### src/rtl/float_class_arbiter_if.sv
// float_class_arbiter_if
//   Handshake bundle between two operand producers, the classifier arbiter
//   and one downstream consumer.
//
//   Signals:
//     in0_valid/in0_num/in0_ready  requester 0 valid/ready channel
//     in1_valid/in1_num/in1_ready  requester 1 valid/ready channel
//     out_valid/out_ready          result channel to the consumer
//     out_type                     one-hot class of the buffered word
//     out_id                       requester that supplied the buffered word
//     out_num                      buffered original word
//
//   Modports:
//     slave   arbiter side (takes requests, produces results)
//     master  environment side (producers and consumer)
interface float_class_arbiter_if;
  logic        in0_valid;
  logic [31:0] in0_num;
  logic        in0_ready;
  logic        in1_valid;
  logic [31:0] in1_num;
  logic        in1_ready;
  logic        out_valid;
  logic        out_ready;
  logic [4:0]  out_type;
  logic        out_id;
  logic [31:0] out_num;

  modport slave (
    input  in0_valid, in0_num, in1_valid, in1_num, out_ready,
    output in0_ready, in1_ready, out_valid, out_type, out_id, out_num
  );

  modport master (
    output in0_valid, in0_num, in1_valid, in1_num, out_ready,
    input  in0_ready, in1_ready, out_valid, out_type, out_id, out_num
  );
endinterface

### src/rtl/float_class_arbiter.sv
// float_class_arbiter
//   Shares one IEEE-754 single-precision classifier between two requesters.
//   A round-robin arbiter accepts at most one word per cycle; the word is
//   classified (zero / normal / subnormal / infinity / NaN, sign ignored)
//   and held with its requester ID in a one-entry output buffer that
//   supports full throughput under consumer backpressure.
//
//   Ports:
//     clk        system clock, all state on the rising edge
//     reset      synchronous, active-high reset
//     bus        float_class_arbiter_if.slave (request and result channels)
//     stats_clr  synchronous clear of the per-class counters
//     cnt_zero, cnt_norm, cnt_sub, cnt_inf, cnt_nan
//                per-class accept counters, CNT_W bits each, saturating
//
//   Parameters:
//     CNT_W      width of each statistics counter
//
//   Build option:
//     FLOAT_CLASS_STATS_EN  when defined, builds the saturating per-class
//                           counters. When undefined, no counter flops exist,
//                           cnt_* read 0 and stats_clr is ignored.
//
//   State   | meaning
//   --------+------------------------------------------------
//   EMPTY   | output buffer holds nothing, out_valid = 0
//   FULL    | output buffer holds a classified word, out_valid = 1
module float_class_arbiter #(
  parameter int CNT_W = 16
) (
  input  logic               clk,
  input  logic               reset,
  float_class_arbiter_if.slave bus,
  input  logic               stats_clr,
  output logic [CNT_W-1:0]   cnt_zero,
  output logic [CNT_W-1:0]   cnt_norm,
  output logic [CNT_W-1:0]   cnt_sub,
  output logic [CNT_W-1:0]   cnt_inf,
  output logic [CNT_W-1:0]   cnt_nan
);

  typedef enum logic {
    EMPTY = 1'b0,
    FULL  = 1'b1
  } state_t;

  localparam logic [4:0] CLS_ZERO = 5'b00001;
  localparam logic [4:0] CLS_NORM = 5'b00010;
  localparam logic [4:0] CLS_SUB  = 5'b00100;
  localparam logic [4:0] CLS_INF  = 5'b01000;
  localparam logic [4:0] CLS_NAN  = 5'b10000;

  function automatic logic [4:0] classify(input logic [31:0] num);
    logic [7:0]  exp_f;
    logic [22:0] man_f;
    logic [4:0]  cls;
    exp_f = num[30:23];
    man_f = num[22:0];
    if (exp_f == 8'h00) begin
      cls = (man_f == 23'd0) ? CLS_ZERO : CLS_SUB;
    end else if (exp_f == 8'hFF) begin
      cls = (man_f == 23'd0) ? CLS_INF : CLS_NAN;
    end else begin
      cls = CLS_NORM;
    end
    return cls;
  endfunction

  state_t      state_q;
  state_t      state_d;
  logic        last_q;      // requester granted at the most recent accept
  logic        space;
  logic        gnt_valid;
  logic        gnt_id;
  logic        accept;
  logic [31:0] acc_num;
  logic [4:0]  acc_type;

  logic [4:0]  type_q;
  logic        id_q;
  logic [31:0] num_q;

  // The buffer can take a word when it is empty or is being drained
  // this cycle.
  assign space = (state_q == EMPTY) | bus.out_ready;

  // Grant looks only at the valids and the pointer, never at the readies,
  // so there is no combinational loop through a requester.
  always_comb begin
    gnt_valid = bus.in0_valid | bus.in1_valid;
    gnt_id    = 1'b0;
    if (bus.in0_valid & bus.in1_valid) begin
      gnt_id = ~last_q;
    end else if (bus.in1_valid) begin
      gnt_id = 1'b1;
    end
  end

  // Reset blocks any accept in the cycle it is asserted.
  assign accept        = ~reset & space & gnt_valid;
  assign bus.in0_ready = ~reset & space & gnt_valid & (gnt_id == 1'b0);
  assign bus.in1_ready = ~reset & space & gnt_valid & (gnt_id == 1'b1);

  assign acc_num  = gnt_id ? bus.in1_num : bus.in0_num;
  assign acc_type = classify(acc_num);

  always_comb begin
    state_d = state_q;
    unique case (state_q)
      EMPTY: begin
        if (accept) begin
          state_d = FULL;
        end
      end
      FULL: begin
        if (accept) begin
          state_d = FULL;
        end else if (bus.out_ready) begin
          state_d = EMPTY;
        end
      end
      default: state_d = EMPTY;
    endcase
  end

  always_ff @(posedge clk) begin
    if (reset) begin
      state_q <= EMPTY;
      last_q  <= 1'b1;
    end else begin
      state_q <= state_d;
      if (accept) begin
        last_q <= gnt_id;
      end
    end
  end

  // Output buffer: loaded only on accept, otherwise held stable.
  always_ff @(posedge clk) begin
    if (reset) begin
      type_q <= 5'b00000;
      id_q   <= 1'b0;
      num_q  <= 32'd0;
    end else if (accept) begin
      type_q <= acc_type;
      id_q   <= gnt_id;
      num_q  <= acc_num;
    end
  end

  assign bus.out_valid = (state_q == FULL);
  assign bus.out_type  = type_q;
  assign bus.out_id    = id_q;
  assign bus.out_num   = num_q;

`ifdef FLOAT_CLASS_STATS_EN
  logic [4:0][CNT_W-1:0] cnt_q;

  // Index order follows the one-hot bit positions of the class code.
  always_ff @(posedge clk) begin
    if (reset || stats_clr) begin
      cnt_q <= '0;
    end else if (accept) begin
      for (int i = 0; i < 5; i++) begin
        if (acc_type[i] && (cnt_q[i] != {CNT_W{1'b1}})) begin
          cnt_q[i] <= cnt_q[i] + 1'b1;
        end
      end
    end
  end

  assign cnt_zero = cnt_q[0];
  assign cnt_norm = cnt_q[1];
  assign cnt_sub  = cnt_q[2];
  assign cnt_inf  = cnt_q[3];
  assign cnt_nan  = cnt_q[4];
`else
  logic unused_stats_clr;
  assign unused_stats_clr = stats_clr;

  assign cnt_zero = '0;
  assign cnt_norm = '0;
  assign cnt_sub  = '0;
  assign cnt_inf  = '0;
  assign cnt_nan  = '0;
`endif

endmodule

### src/flat_wrapper.sv
// flat-port wrapper written by rule: the top's interface ports become plain ports
module float_class_arbiter_flat 
#(
  parameter int CNT_W = 16
)
  (clk, reset, stats_clr, cnt_zero, cnt_norm, cnt_sub, cnt_inf, cnt_nan, bus_in0_valid, bus_in0_num, bus_in1_valid, bus_in1_num, bus_out_ready, bus_in0_ready, bus_in1_ready, bus_out_valid, bus_out_type, bus_out_id, bus_out_num);
  float_class_arbiter_if bus_i ();
  input  logic clk;
  input  logic reset;
  input  logic stats_clr;
  output logic [CNT_W-1:0] cnt_zero;
  output logic [CNT_W-1:0] cnt_norm;
  output logic [CNT_W-1:0] cnt_sub;
  output logic [CNT_W-1:0] cnt_inf;
  output logic [CNT_W-1:0] cnt_nan;
  input wire logic [$bits(bus_i.in0_valid)-1:0] bus_in0_valid;
  input wire logic [$bits(bus_i.in0_num)-1:0] bus_in0_num;
  input wire logic [$bits(bus_i.in1_valid)-1:0] bus_in1_valid;
  input wire logic [$bits(bus_i.in1_num)-1:0] bus_in1_num;
  input wire logic [$bits(bus_i.out_ready)-1:0] bus_out_ready;
  output wire logic [$bits(bus_i.in0_ready)-1:0] bus_in0_ready;
  output wire logic [$bits(bus_i.in1_ready)-1:0] bus_in1_ready;
  output wire logic [$bits(bus_i.out_valid)-1:0] bus_out_valid;
  output wire logic [$bits(bus_i.out_type)-1:0] bus_out_type;
  output wire logic [$bits(bus_i.out_id)-1:0] bus_out_id;
  output wire logic [$bits(bus_i.out_num)-1:0] bus_out_num;
  assign bus_i.in0_valid = bus_in0_valid;
  assign bus_i.in0_num = bus_in0_num;
  assign bus_i.in1_valid = bus_in1_valid;
  assign bus_i.in1_num = bus_in1_num;
  assign bus_i.out_ready = bus_out_ready;
  assign bus_in0_ready = bus_i.in0_ready;
  assign bus_in1_ready = bus_i.in1_ready;
  assign bus_out_valid = bus_i.out_valid;
  assign bus_out_type = bus_i.out_type;
  assign bus_out_id = bus_i.out_id;
  assign bus_out_num = bus_i.out_num;
  float_class_arbiter #(.CNT_W(CNT_W)) u_core (.clk(clk), .reset(reset), .bus(bus_i), .stats_clr(stats_clr), .cnt_zero(cnt_zero), .cnt_norm(cnt_norm), .cnt_sub(cnt_sub), .cnt_inf(cnt_inf), .cnt_nan(cnt_nan));
endmodule
### config.mk
export PLATFORM = sky130hd
export DESIGN_NAME = float_class_arbiter_flat
export DESIGN_NICKNAME = d
export VERILOG_FILES = /design/src/rtl/float_class_arbiter_if.sv /design/src/rtl/float_class_arbiter.sv /design/src/flat_wrapper.sv
export SDC_FILE = /design/constraint.sdc
export NUM_CORES = 1
export LEC_CHECK = 0
export ABC_CLOCK_PERIOD_IN_PS = 2600
export BUFFER_PORTS_ARGS = -buffer_cell sky130_fd_sc_hd__buf_2
export CAP_MARGIN = 40
export CORE_MARGIN = 3
export CORE_UTILIZATION = 40
export DETAILED_ROUTE_END_ITERATION = 8
export PLACE_DENSITY = 0.87
export RECOVER_POWER = 25
export SLEW_MARGIN = 20
export SYNTH_ARGS = -nofsm -noshare
export SYNTH_HDL_FRONTEND = slang
export SYNTH_SLANG_ARGS = --single-unit
### constraint.sdc
create_clock -name clk -period 2.6 [get_ports clk]
set_input_delay 0.39 -clock clk [delete_from_list [all_inputs] [get_ports clk]]
set_output_delay 0.39 -clock clk [all_outputs]
set_load 0.1 [all_outputs]
==> summary.md <==
| Metric | Value |
|---|---|
| Layer with the highest usage | met2 |
| Drt pass-1 iters | 4 |
| Critical Path AT | approximately 1.7 ns |
| Part of the power in combinational logic | about half |
| Slew Limit Fails | 0 |
| Synthesized instance count | a little under 300 |
| RSZ-0062 raised after global routing | no |
| Residual DRC | 0 |
| H-Tree Depth | 2 |
| Starting DRT DRC Count | 53 |
| Async set-reset flop share out of synthesis | 0% |
| Layout cells sized above 1 | a little over a quarter |
| Core area | 6060 um^2 |
| Vias/cell | 4.72 |
| Hold WC Path Type | in -> reg |
| Sw frac | between 50% and 60% |
| Routing usage on met1 | 19.6% |
| Setup ws final | between 0.5 and 0.6 ns |
| Post-Syn Area | 2560 um^2 |
| Yosys reg bits | 40 |
| Kind of critical path | reg -> out |
| Post-CTS Setup Inserts | 0 |
| Clock share of power | 18.1% |
| Most common cell after layout, fill and taps aside | buf_2 |
| Clock skew | 0.00247 ns |
| Most frequent cells in the layout | buf_2 (88), conb_1 (80), dfxtp_1 (40) |
| Sink Count | 40 |
| Critical Path Start Type | flip-flop |
| Rows | 28 |
| Tightest Pin Transition | 1.22 ns |
| YS warnings | 0 |
| Max_cap viols | 0 |
| Nets | 464 |
| Wire per inst | around 14 um |
| Placer Congestion | roughly 0.82 |
| Met3 usage | approximately 4.4% |
| Clock slew at reported path FFs | approximately 0.07 ns |
| WL final | 6370 um |
| Headroom to the max-slew limit | 19.2% |
| DIE WIDTH | 86.1 um |
| PostCTS Resize Cnt | 0 |
| Total gr overflow | 0 |
| Area delta synth->final | 14.9% |
| Vias | 2219 |
| Final Setup Violations | 0 |
| Cell Pwr Density | 788 nW/um^2 |
| Post-detail-place hpwl | ~5000 um |
| Die height | roughly 86 um |
| Num ports | ~190 |
| Reg power frac | 30.0% |
| Main synth FF type | dfxtp_1 |
| Distinct cells, synth | 31 |
| Top cell type's share of synthesized area | 31.2% |
| Final worst path period need | 2.04 ns |
| Crit Path Max Fanout | 4 |
| Internal power | approximately 0.0010 W |
| Avg Inst Size Synth | 8.81 um^2 |
| Post-place setup slack | about 0.6 ns |
| IO Port Bufs | ~110 |
| Inst Count DP | 462 |
| Lkg Pwr | 1.38 nW |
| Die area | 7410 um^2 |
| Worst-Skew Late Latency | 0.28 ns |
| Area contributors post-synth | dfxtp_1 (31%), buf_4 (24%), mux2i_1 (12%) |
| Req. time, crit path | 2.21 ns |
| Hold buffers post-CTS | 0 |
| TritonCTS clock tree | built |
| Initial core utilization | 42.3% |
| Fmax | 489 MHz |
| Fin. Hold Viols | 0 |
| Max VDD drop | 0.404 mV |
| TritonCTS Buffers | 5 |
| Setup crit end kind | output pin |
| First-pass GRT wire length | roughly 9600 um |
| Vias in the first global route | 2029 |
| ANT cells | 0 |
| Finished Layout Cells | 470 |
| Total track usage | between 10% and 20% |
| Synth area leader | dfxtp_1 |
| Switching power total | 0.00129 W |
| Outcome | completed |
| Final ANT Viol Nets | 0 |
| Initial antenna violation count | 0 |
| Number of synthesized flops with an enable pin | 0 |
| Seq/Total Area, Yosys | 31.2% |
| Largest net degree at the start of global routing | 39 |
| Final Cycle Share | 78.6% |
| Clk root buf | clkbuf_8 |
| CTS Buffer Depth | 2 |
| Met2 Use GR | about 28% |
| Total Power | 0.00232 W |
metrics by stage:
step | area [um^2] | utilization [%] | TNS, ns | hold slack [ns]
detailed placement | 2880 | 47.5 | 0 | 0.442
CTS | 2970 | 49.0 | 0 | 0.360
finish | 2950 | 48.6 | 0 | 0.371
global route | 2950 | 48.6 | 0 | 0.380
global placement | 2880 | 47.5 | 0 | 0.441
floorplan | 2870 | - | -0.126 | 0.454
worst max-delay path: stages (launching register included):
cell and delay (ns):
dfxtp_1 0.31, nor2b_1 0.15, or3_2 0.48, nor2_2 0.23
buf_12 0.20
cell families after synthesis:
| logic type | after synthesis | share of synthesized area (%) |
|---|---|---|
| buffers and inverters | 96 | 27.7 |
| other | 1 | 0.146 |
| DFF | 40 | 31.2 |
| AOI/OAI and AO/OA | 44 | 9.86 |
| and+or+nand+nor | 79 | 18.9 |
| muxes | 31 | 12.1 |
layout make-up:
| type | instances | area (um^2) |
|---|---|---|
| clock buffer | 8 | 90.1 |
| fill | 617 | 3120 |
| multi-input combinational | 234 | 1370 |
| sequential | 40 | 801 |
| tap | 75 | 93.8 |
| timing repair buffer | 113 | 594 |
path summary, 6_finish.rpt:
| check | start | endpoint | slack [ns] | depth (start not counted) |
|---|---|---|---|---|
| worst max register to register | u_core.bus.out_valid$_SDFF_PP0_ | u_core.last_q$_SDFFE_PP1P_ | 0.97 | 4 |
| worst min register to register | u_core.bus.out_type[1]$_SDFFE_PP0P_ | u_core.bus.out_type[1]$_SDFFE_PP0P_ | 0.47 | 2 |
| worst max-delay path | u_core.bus.out_valid$_SDFF_PP0_ | bus_in1_ready | 0.56 | 4 |
| worst min-delay path | bus_in0_num[31] | u_core.bus.out_num[31]$_SDFFE_PP0P_ | 0.37 | 3 |
layer usage:
layer	vias up	routed length (um)
li1	1084	-
met1	1013	2480
met2	114	3210
met3	8	600
met4	0	72
met5	-	0
state kept, by name, indices dropped and copies added (netlist names):
signal,count
u_core.bus.out_id,1
u_core.bus.out_num,32
u_core.bus.out_type,5
u_core.bus.out_valid,1
u_core.last_q,1
cell usage after synthesis (2+ instances only):
cell type,number
dfxtp_1,40
mux2i_1,31
nor2_1,9
nor4_1,14
a21oi_1,3
clkbuf_1,5
o21ai_0,3
buf_4,82
nand2_1,8
a22o_1,2
buf_6,5
nand4_1,6
nand3b_1,31
nor3_1,5
buf_2,3
o21ai_2,2
o21ai_1,28
power by group through the flow:
stage	Combinational [W]	Clock [W]	Sequential [W]
floorplan	0.000757	0	0.00110
global placement	0.00120	0	0.000707
detailed placement	0.00121	0	0.000709
CTS	0.00121	0.000443	0.000695
global route	0.00124	0.000476	0.000704
finish	0.00120	0.000421	0.000696
No activity file was read; power rests on OpenSTA's default activity.
